## config.mk

```make
export PLATFORM = sky130hd
export DESIGN_NAME = id_ctrl_unit_flat
export DESIGN_NICKNAME = d
export VERILOG_FILES = /design/src/rtl/id_ctrl_if.sv /design/src/rtl/id_ctrl_unit.sv /design/src/flat_wrapper.sv
export SDC_FILE = /design/constraint.sdc
export NUM_CORES = 1
export LEC_CHECK = 0
export CORE_ASPECT_RATIO = 0.6
export CORE_UTILIZATION = 47
export DETAILED_ROUTE_END_ITERATION = 8
export PLACE_DENSITY = 0.88
export SLEW_MARGIN = 40
export SYNTH_ARGS = -nofsm -noshare
export SYNTH_HDL_FRONTEND = slang
export SYNTH_SLANG_ARGS = --single-unit
```

## constraint.sdc

```tcl
create_clock -name clk -period 4.7 [get_ports clk]
set_input_delay 0.94 -clock clk [delete_from_list [all_inputs] [get_ports clk]]
set_output_delay 0.94 -clock clk [all_outputs]
set_load 0.005 [all_outputs]
```

## src/rtl/id_ctrl_if.sv

```systemverilog
// ID-stage to ID/EX control bundle interface for the RV32I decode controller.
// The pipeline front end acts as master; the decode controller is the slave.
interface id_ctrl_if #(
  parameter int SIZE  = 32,
  parameter int CNT_W = 16
);
  logic [SIZE-1:0]  id_instr;
  logic             id_valid;
  logic             ex_flush;
  logic             hold;

  logic [2:0]       id_imm_sel;
  logic             id_illegal;
  logic             pc_stall;

  logic             ex_valid;
  logic [2:0]       ex_imm_sel;
  logic [4:0]       ex_rd;
  logic [4:0]       ex_rs1;
  logic [4:0]       ex_rs2;
  logic [2:0]       ex_funct3;
  logic             ex_funct7b5;
  logic             ex_reg_write;
  logic             ex_mem_read;
  logic             ex_mem_write;
  logic             ex_alu_src_imm;
  logic             ex_branch;
  logic             ex_jump;
  logic [1:0]       ex_wb_sel;
  logic [CNT_W-1:0] stall_cnt;

  modport master (
    output id_instr, id_valid, ex_flush, hold,
    input  id_imm_sel, id_illegal, pc_stall,
    input  ex_valid, ex_imm_sel, ex_rd, ex_rs1, ex_rs2, ex_funct3, ex_funct7b5,
    input  ex_reg_write, ex_mem_read, ex_mem_write, ex_alu_src_imm, ex_branch,
    input  ex_jump, ex_wb_sel, stall_cnt
  );

  modport slave (
    input  id_instr, id_valid, ex_flush, hold,
    output id_imm_sel, id_illegal, pc_stall,
    output ex_valid, ex_imm_sel, ex_rd, ex_rs1, ex_rs2, ex_funct3, ex_funct7b5,
    output ex_reg_write, ex_mem_read, ex_mem_write, ex_alu_src_imm, ex_branch,
    output ex_jump, ex_wb_sel, stall_cnt
  );
endinterface

```

## src/rtl/id_ctrl_unit.sv

```systemverilog
// Decode-stage controller: opcode decode, load-use hazard detection, ID/EX
// control register with hold/flush/stall priority, and a saturating stall counter.
module id_ctrl_unit #(
  parameter int size  = 32,
  parameter int CNT_W = 16
) (
  input  logic     clk,
  input  logic     reset,
  id_ctrl_if.slave bus
);

  if (size != 32) begin : g_bad_size
    $error("id_ctrl_unit: only a 32-bit instruction width is supported");
  end

  localparam logic [6:0] OPC_LOAD   = 7'b0000011;
  localparam logic [6:0] OPC_OP_IMM = 7'b0010011;
  localparam logic [6:0] OPC_JALR   = 7'b1100111;
  localparam logic [6:0] OPC_STORE  = 7'b0100011;
  localparam logic [6:0] OPC_BRANCH = 7'b1100011;
  localparam logic [6:0] OPC_LUI    = 7'b0110111;
  localparam logic [6:0] OPC_AUIPC  = 7'b0010111;
  localparam logic [6:0] OPC_JAL    = 7'b1101111;
  localparam logic [6:0] OPC_OP     = 7'b0110011;

  localparam logic [CNT_W-1:0] CNT_MAX = '1;

  typedef struct packed {
    logic       valid;
    logic [2:0] imm_sel;
    logic [4:0] rd;
    logic [4:0] rs1;
    logic [4:0] rs2;
    logic [2:0] funct3;
    logic       funct7b5;
    logic       reg_write;
    logic       mem_read;
    logic       mem_write;
    logic       alu_src_imm;
    logic       branch;
    logic       jump;
    logic [1:0] wb_sel;
  } ex_bundle_t;

  logic [31:0] instr;
  logic [6:0]  opcode;
  logic [4:0]  f_rd;
  logic [4:0]  f_rs1;
  logic [4:0]  f_rs2;
  logic        unused_instr_bits;

  assign instr             = bus.id_instr;
  assign opcode            = instr[6:0];
  assign f_rd              = instr[11:7];
  assign f_rs1             = instr[19:15];
  assign f_rs2             = instr[24:20];
  assign unused_instr_bits = ^{instr[31], instr[29:25]};

  logic [2:0] dec_imm_sel;
  logic       dec_legal;
  logic       dec_reg_write;
  logic       dec_mem_read;
  logic       dec_mem_write;
  logic       dec_alu_src_imm;
  logic       dec_branch;
  logic       dec_jump;
  logic [1:0] dec_wb_sel;
  logic       use_rs1;
  logic       use_rs2;

  always_comb begin
    dec_imm_sel     = 3'd5;
    dec_legal       = 1'b1;
    dec_reg_write   = 1'b0;
    dec_mem_read    = 1'b0;
    dec_mem_write   = 1'b0;
    dec_alu_src_imm = 1'b0;
    dec_branch      = 1'b0;
    dec_jump        = 1'b0;
    dec_wb_sel      = 2'd0;
    use_rs1         = 1'b1;
    use_rs2         = 1'b0;
    case (opcode)
      OPC_LOAD: begin
        dec_imm_sel     = 3'd0;
        dec_reg_write   = 1'b1;
        dec_mem_read    = 1'b1;
        dec_alu_src_imm = 1'b1;
        dec_wb_sel      = 2'd1;
      end
      OPC_OP_IMM: begin
        dec_imm_sel     = 3'd0;
        dec_reg_write   = 1'b1;
        dec_alu_src_imm = 1'b1;
      end
      OPC_JALR: begin
        dec_imm_sel     = 3'd0;
        dec_reg_write   = 1'b1;
        dec_jump        = 1'b1;
        dec_alu_src_imm = 1'b1;
        dec_wb_sel      = 2'd2;
      end
      OPC_STORE: begin
        dec_imm_sel     = 3'd1;
        dec_mem_write   = 1'b1;
        dec_alu_src_imm = 1'b1;
        use_rs2         = 1'b1;
      end
      OPC_BRANCH: begin
        dec_imm_sel = 3'd2;
        dec_branch  = 1'b1;
        use_rs2     = 1'b1;
      end
      OPC_LUI, OPC_AUIPC: begin
        dec_imm_sel     = 3'd3;
        dec_reg_write   = 1'b1;
        dec_alu_src_imm = 1'b1;
        use_rs1         = 1'b0;
      end
      OPC_JAL: begin
        dec_imm_sel   = 3'd4;
        dec_reg_write = 1'b1;
        dec_jump      = 1'b1;
        dec_wb_sel    = 2'd2;
        use_rs1       = 1'b0;
      end
      OPC_OP: begin
        dec_reg_write = 1'b1;
        use_rs2       = 1'b1;
      end
      default: dec_legal = 1'b0;
    endcase
  end

  ex_bundle_t       ex_q, ex_d;
  ex_bundle_t       dec_bundle;
  logic [CNT_W-1:0] stall_cnt_q, stall_cnt_d;
  logic             hazard;

  // Unused register fields are zeroed so EX only ever sees meaningful indices.
  always_comb begin
    dec_bundle             = '0;
    dec_bundle.valid       = 1'b1;
    dec_bundle.imm_sel     = dec_imm_sel;
    dec_bundle.rd          = dec_reg_write ? f_rd : 5'd0;
    dec_bundle.rs1         = use_rs1 ? f_rs1 : 5'd0;
    dec_bundle.rs2         = use_rs2 ? f_rs2 : 5'd0;
    dec_bundle.funct3      = instr[14:12];
    dec_bundle.funct7b5    = instr[30];
    dec_bundle.reg_write   = dec_reg_write;
    dec_bundle.mem_read    = dec_mem_read;
    dec_bundle.mem_write   = dec_mem_write;
    dec_bundle.alu_src_imm = dec_alu_src_imm;
    dec_bundle.branch      = dec_branch;
    dec_bundle.jump        = dec_jump;
    dec_bundle.wb_sel      = dec_wb_sel;
  end

  assign hazard = ex_q.valid & ex_q.mem_read & (ex_q.rd != 5'd0) & bus.id_valid &
                  ((use_rs1 & (f_rs1 == ex_q.rd)) | (use_rs2 & (f_rs2 == ex_q.rd)));

  // Priority: hold freezes everything, flush beats a hazard, hazard inserts a bubble.
  always_comb begin
    ex_d        = ex_q;
    stall_cnt_d = stall_cnt_q;
    if (!bus.hold) begin
      if (bus.ex_flush || hazard) begin
        ex_d = '0;
      end else if (bus.id_valid && dec_legal) begin
        ex_d = dec_bundle;
      end else begin
        ex_d = '0;
      end
      if (!bus.ex_flush && hazard && (stall_cnt_q != CNT_MAX)) begin
        stall_cnt_d = stall_cnt_q + 1'b1;
      end
    end
  end

  always_ff @(posedge clk or negedge reset) begin
    if (!reset) begin
      ex_q        <= '0;
      stall_cnt_q <= '0;
    end else begin
      ex_q        <= ex_d;
      stall_cnt_q <= stall_cnt_d;
    end
  end

  assign bus.id_imm_sel     = dec_imm_sel;
  assign bus.id_illegal     = bus.id_valid & ~dec_legal;
  assign bus.pc_stall       = bus.hold | (hazard & ~bus.ex_flush);

  assign bus.ex_valid       = ex_q.valid;
  assign bus.ex_imm_sel     = ex_q.imm_sel;
  assign bus.ex_rd          = ex_q.rd;
  assign bus.ex_rs1         = ex_q.rs1;
  assign bus.ex_rs2         = ex_q.rs2;
  assign bus.ex_funct3      = ex_q.funct3;
  assign bus.ex_funct7b5    = ex_q.funct7b5;
  assign bus.ex_reg_write   = ex_q.reg_write;
  assign bus.ex_mem_read    = ex_q.mem_read;
  assign bus.ex_mem_write   = ex_q.mem_write;
  assign bus.ex_alu_src_imm = ex_q.alu_src_imm;
  assign bus.ex_branch      = ex_q.branch;
  assign bus.ex_jump        = ex_q.jump;
  assign bus.ex_wb_sel      = ex_q.wb_sel;
  assign bus.stall_cnt      = stall_cnt_q;

endmodule

```

## src/flat_wrapper.sv

```systemverilog
// flat-port wrapper written by rule: the top's interface ports become plain ports
module id_ctrl_unit_flat 
#(
  parameter int size  = 32,
  parameter int CNT_W = 16
)
  (clk, reset, bus_id_instr, bus_id_valid, bus_ex_flush, bus_hold, bus_id_imm_sel, bus_id_illegal, bus_pc_stall, bus_ex_valid, bus_ex_imm_sel, bus_ex_rd, bus_ex_rs1, bus_ex_rs2, bus_ex_funct3, bus_ex_funct7b5, bus_ex_reg_write, bus_ex_mem_read, bus_ex_mem_write, bus_ex_alu_src_imm, bus_ex_branch, bus_ex_jump, bus_ex_wb_sel, bus_stall_cnt);
  id_ctrl_if #(.CNT_W(CNT_W)) bus_i ();
  input  logic clk;
  input  logic reset;
  input wire logic [$bits(bus_i.id_instr)-1:0] bus_id_instr;
  input wire logic [$bits(bus_i.id_valid)-1:0] bus_id_valid;
  input wire logic [$bits(bus_i.ex_flush)-1:0] bus_ex_flush;
  input wire logic [$bits(bus_i.hold)-1:0] bus_hold;
  output wire logic [$bits(bus_i.id_imm_sel)-1:0] bus_id_imm_sel;
  output wire logic [$bits(bus_i.id_illegal)-1:0] bus_id_illegal;
  output wire logic [$bits(bus_i.pc_stall)-1:0] bus_pc_stall;
  output wire logic [$bits(bus_i.ex_valid)-1:0] bus_ex_valid;
  output wire logic [$bits(bus_i.ex_imm_sel)-1:0] bus_ex_imm_sel;
  output wire logic [$bits(bus_i.ex_rd)-1:0] bus_ex_rd;
  output wire logic [$bits(bus_i.ex_rs1)-1:0] bus_ex_rs1;
  output wire logic [$bits(bus_i.ex_rs2)-1:0] bus_ex_rs2;
  output wire logic [$bits(bus_i.ex_funct3)-1:0] bus_ex_funct3;
  output wire logic [$bits(bus_i.ex_funct7b5)-1:0] bus_ex_funct7b5;
  output wire logic [$bits(bus_i.ex_reg_write)-1:0] bus_ex_reg_write;
  output wire logic [$bits(bus_i.ex_mem_read)-1:0] bus_ex_mem_read;
  output wire logic [$bits(bus_i.ex_mem_write)-1:0] bus_ex_mem_write;
  output wire logic [$bits(bus_i.ex_alu_src_imm)-1:0] bus_ex_alu_src_imm;
  output wire logic [$bits(bus_i.ex_branch)-1:0] bus_ex_branch;
  output wire logic [$bits(bus_i.ex_jump)-1:0] bus_ex_jump;
  output wire logic [$bits(bus_i.ex_wb_sel)-1:0] bus_ex_wb_sel;
  output wire logic [$bits(bus_i.stall_cnt)-1:0] bus_stall_cnt;
  assign bus_i.id_instr = bus_id_instr;
  assign bus_i.id_valid = bus_id_valid;
  assign bus_i.ex_flush = bus_ex_flush;
  assign bus_i.hold = bus_hold;
  assign bus_id_imm_sel = bus_i.id_imm_sel;
  assign bus_id_illegal = bus_i.id_illegal;
  assign bus_pc_stall = bus_i.pc_stall;
  assign bus_ex_valid = bus_i.ex_valid;
  assign bus_ex_imm_sel = bus_i.ex_imm_sel;
  assign bus_ex_rd = bus_i.ex_rd;
  assign bus_ex_rs1 = bus_i.ex_rs1;
  assign bus_ex_rs2 = bus_i.ex_rs2;
  assign bus_ex_funct3 = bus_i.ex_funct3;
  assign bus_ex_funct7b5 = bus_i.ex_funct7b5;
  assign bus_ex_reg_write = bus_i.ex_reg_write;
  assign bus_ex_mem_read = bus_i.ex_mem_read;
  assign bus_ex_mem_write = bus_i.ex_mem_write;
  assign bus_ex_alu_src_imm = bus_i.ex_alu_src_imm;
  assign bus_ex_branch = bus_i.ex_branch;
  assign bus_ex_jump = bus_i.ex_jump;
  assign bus_ex_wb_sel = bus_i.ex_wb_sel;
  assign bus_stall_cnt = bus_i.stall_cnt;
  id_ctrl_unit #(.size(size), .CNT_W(CNT_W)) u_core (.clk(clk), .reset(reset), .bus(bus_i));
endmodule
```

==> reports/qor.yml <==
clocking:
  ctsHoldBuffers: 0
  insertion_delay_ps: 300
  cts.sinks: 45
  cts_resized: 0
  cts_made_buffers: 5
  post_cts_buffers: 0
  cts_tree: "done"
  path_clk_slew_ps: 90
  clk_path_buf_depth: 2
  cts_max_level: 2
  cts_root_buf: "clkbuf_8"
synthesis:
  syn_area_um2: 2280
  synth_cells: 210
  yosys_most_used_dff: "dfrtp_1"
  ys_seq_area_frac: 0.494
  post-synth-top-area-cell: "dfrtp_1"
  synthArstFlopShare: 1.00
  ys_ff_latch: 45
  synth_edf_count: 0
  ys_types: 46
  synth.top_cell.area_share: 0.494
  ys_warn_count: 0
  synthTopCellsByArea: "dfrtp_1 49%, a32o_1 6.1%, xor2_1 5.8%"
  syn_nets: 248
  avgSynthCellArea_um2: 10.9
finish:
  stdcell_count: 352
  n_antenna_cell: 0
  areaGrowthSynthToFinish_pct: 41.3
  multi_input_area_um2: 1070
  nets: 326
  fillers: 361
  drive_gt1_frac: 0.0727
  register_area_um2: 1130
grt:
  globalRouteOverflowTotal: 0
  grt_usage: 0.245
  grt_pass1_wl_um: 9820
  met1_usage: 0.386
  top_usage_layer: "met1"
  grt_use_met2: 0.342
  antenna_found_initial: 0
  grt_use_met3: 0.0546
  grt_start_max_net_pins: 46
  grt_pass1_vias: 1931
power:
  finalPower_uw: 705
  power.leakage_nw: 1.39
  powerDensity_nw_per_um2: 219
  max-vdd-ir-drop_mv: 0.115
setup_path:
  crit_path_max_fanout: 8
  worstSetupEndpointType: "primary output"
  crit_path_start_kind: "input pin"
  r2r-end: "u_core.bus.ex_funct3[2]"
  path_class: "input pin to primary output"
  crit_end: "bus_pc_stall"
  rr_worst_depth: 6
  required_ps: 3760
  timing.rr.start: "u_core.bus.ex_rd[0]"
  cp-startpoint: "bus_id_instr[3]"
  reg2reg_slack_ps: 2160
  cp.arrival_ps: 3310
route:
  drt-total-wl_um: 5830
  drc: 0
  postRouteAntennaNets: 0
  drt_iter0_drc: 159
  wl_per_cell_um: 16.6
  viasPerCell: 5.70
  num_vias: 2008
  firstDrtPassIters: 4
die:
  die-area_um2: 5140
  ios: 89
  chipWidth_um: 91.9
  core-area_um2: 4610
  fp-row-count: 19
  start_util: 0.494
  die_h_um: 55.9
sta:
  setup_tns_ps: 0
  worstMarginPinSlew_ps: 783
  fmax_mhz: 235
  worst_hold_slack_ps: 494
  fin_crit_sh: 0.905
  finalCriticalPeriod_ps: 4250
  finalHoldViolations: 0
  finalSetupViolations: 0
  fin_skew_ps: 9.17
  rsz0062_at_grt: "false"
  slew_headroom: 0.471
  final-max-slew-violation-count: 0
run:
  drv_cap: 0
place:
  place.gp.congestion: 0.829
  io_buffers: 82
  dp_hpwl_um: 4260
  dp_cells: 344
worst_hold_path:
  hold_path_class: "register to register"
status:
  status: "completed"
==> synth_stat cells, types with 2 or more instances <==
cell,n
nor2b_1,3
a32o_1,14
dfrtp_1,45
clkbuf_1,7
nand3_1,7
inv_1,3
a21oi_1,3
nand2_1,13
nor3_1,13
a21o_1,2
buf_2,5
nor4_1,5
xor2_1,15
o21ai_0,2
o21bai_1,2
nand4_1,4
a22o_1,14
nand2b_1,2
xnor2_1,10
nor2_1,9
or3_1,2
buf_4,3
o2111ai_1,2
or4_1,3
==> registers in the layout, summed over array words and instances, names as in the netlist <==
register	cells
u_core.bus.ex_alu_src_imm	1
u_core.bus.ex_branch	1
u_core.bus.ex_funct3	3
u_core.bus.ex_funct7b5	1
u_core.bus.ex_imm_sel	3
u_core.bus.ex_mem_write	1
u_core.bus.ex_rd	5
u_core.bus.ex_reg_write	1
u_core.bus.ex_rs1	5
u_core.bus.ex_rs2	5
u_core.bus.ex_valid	1
u_core.bus.ex_wb_sel	2
u_core.bus.stall_cnt	16
==> report_power, final <==
group	leakage, nW	internal (mW)	switching [mW]
combinational	0.719	0.0400	0.0412
clock	0.0450	0.103	0.130
sequential	0.623	0.389	0.00149
total	1.39	0.532	0.173
==> cell usage in the layout, fill, tap and decap left out, types with 2 or more instances in the layout <==
| cell | n |
|---|---|
| o21ai_0 | 2 |
| inv_1 | 3 |
| nor2b_1 | 3 |
| xnor2_1 | 10 |
| o21bai_1 | 2 |
| a32o_1 | 14 |
| clkdlybuf4s50_1 | 81 |
| a21oi_1 | 3 |
| dfrtp_1 | 45 |
| nand4_1 | 4 |
| buf_4 | 5 |
| nor2_1 | 9 |
| o2111ai_1 | 2 |
| nor4_1 | 4 |
| nand3_1 | 7 |
| a21o_1 | 2 |
| nor4_2 | 2 |
| or4_1 | 3 |
| nand2_1 | 13 |
| nor3_1 | 13 |
| or3_1 | 2 |
| clkbuf_8 | 5 |
| nand2b_1 | 2 |
| xor2_1 | 15 |
| a22o_1 | 14 |
| clkinv_2 | 2 |
==> area by class of cell <==
class / count / area share
clock inverters: 2 / 0.00311
inverters: 3 / 0.00350
clock buffers: 6 / 0.0225
repair buffers: 86 / 0.263
multi-input cells: 147 / 0.334
well taps: 63 / 0.0245
flip-flops and latches: 45 / 0.350
==> logic make-up after synthesis <==
| logic type | count (synthesis) | share of synthesized area |
|---|---|---|
| compound gates | 44 | 0.164 |
| simple gates | 76 | 0.196 |
| buf+inv | 18 | 0.0373 |
| fa+ha+maj | 1 | 0.00549 |
| xor+xnor | 25 | 0.0960 |
| flops | 45 | 0.494 |
| mux | 1 | 0.00658 |
==> how the worst min path moves through the flow <==
stage,depth (start not counted),slack [ps],endpoint,start
6_report,1,490,u_core.bus.ex_reg_write,u_core.bus.ex_reg_write
3_3_place_gp,1,460,u_core.bus.ex_reg_write,u_core.bus.ex_reg_write
3_5_place_dp,1,480,u_core.bus.ex_reg_write,u_core.bus.ex_reg_write
5_1_grt,1,520,u_core.bus.ex_rs1[0],u_core.bus.ex_rs1[0]
2_1_floorplan,1,480,u_core.bus.ex_reg_write,u_core.bus.ex_reg_write
4_1_cts,1,500,u_core.bus.ex_reg_write,u_core.bus.ex_reg_write
==> metal layers <==
metal | wire (um) | share of wire
met5 | 0 | 0
met1 | 2900 | 0.50
met2 | 2510 | 0.43
met3 | 382 | 0.066
met4 | 44 | 0.0075
==> worst max-delay path: stages <==
cell	delay [ps]
clkdlybuf4s50_1	570
and4bb_1	420
and3_1	330
and4b_4	310
nor2_2	50
o21bai_1	170
clkdlybuf4s50_1	520
==> through the flow <==
stage                     area [um^2]   util  setup slack [ps]
after floorplan                  2280      -              1490
after global placement           3130  0.679               544
after detailed placement         3130  0.679               480
after CTS                        3220  0.697               463
after global routing             3220  0.699               304
final                            3220  0.699               445
Power figures use the tool's default switching activity.
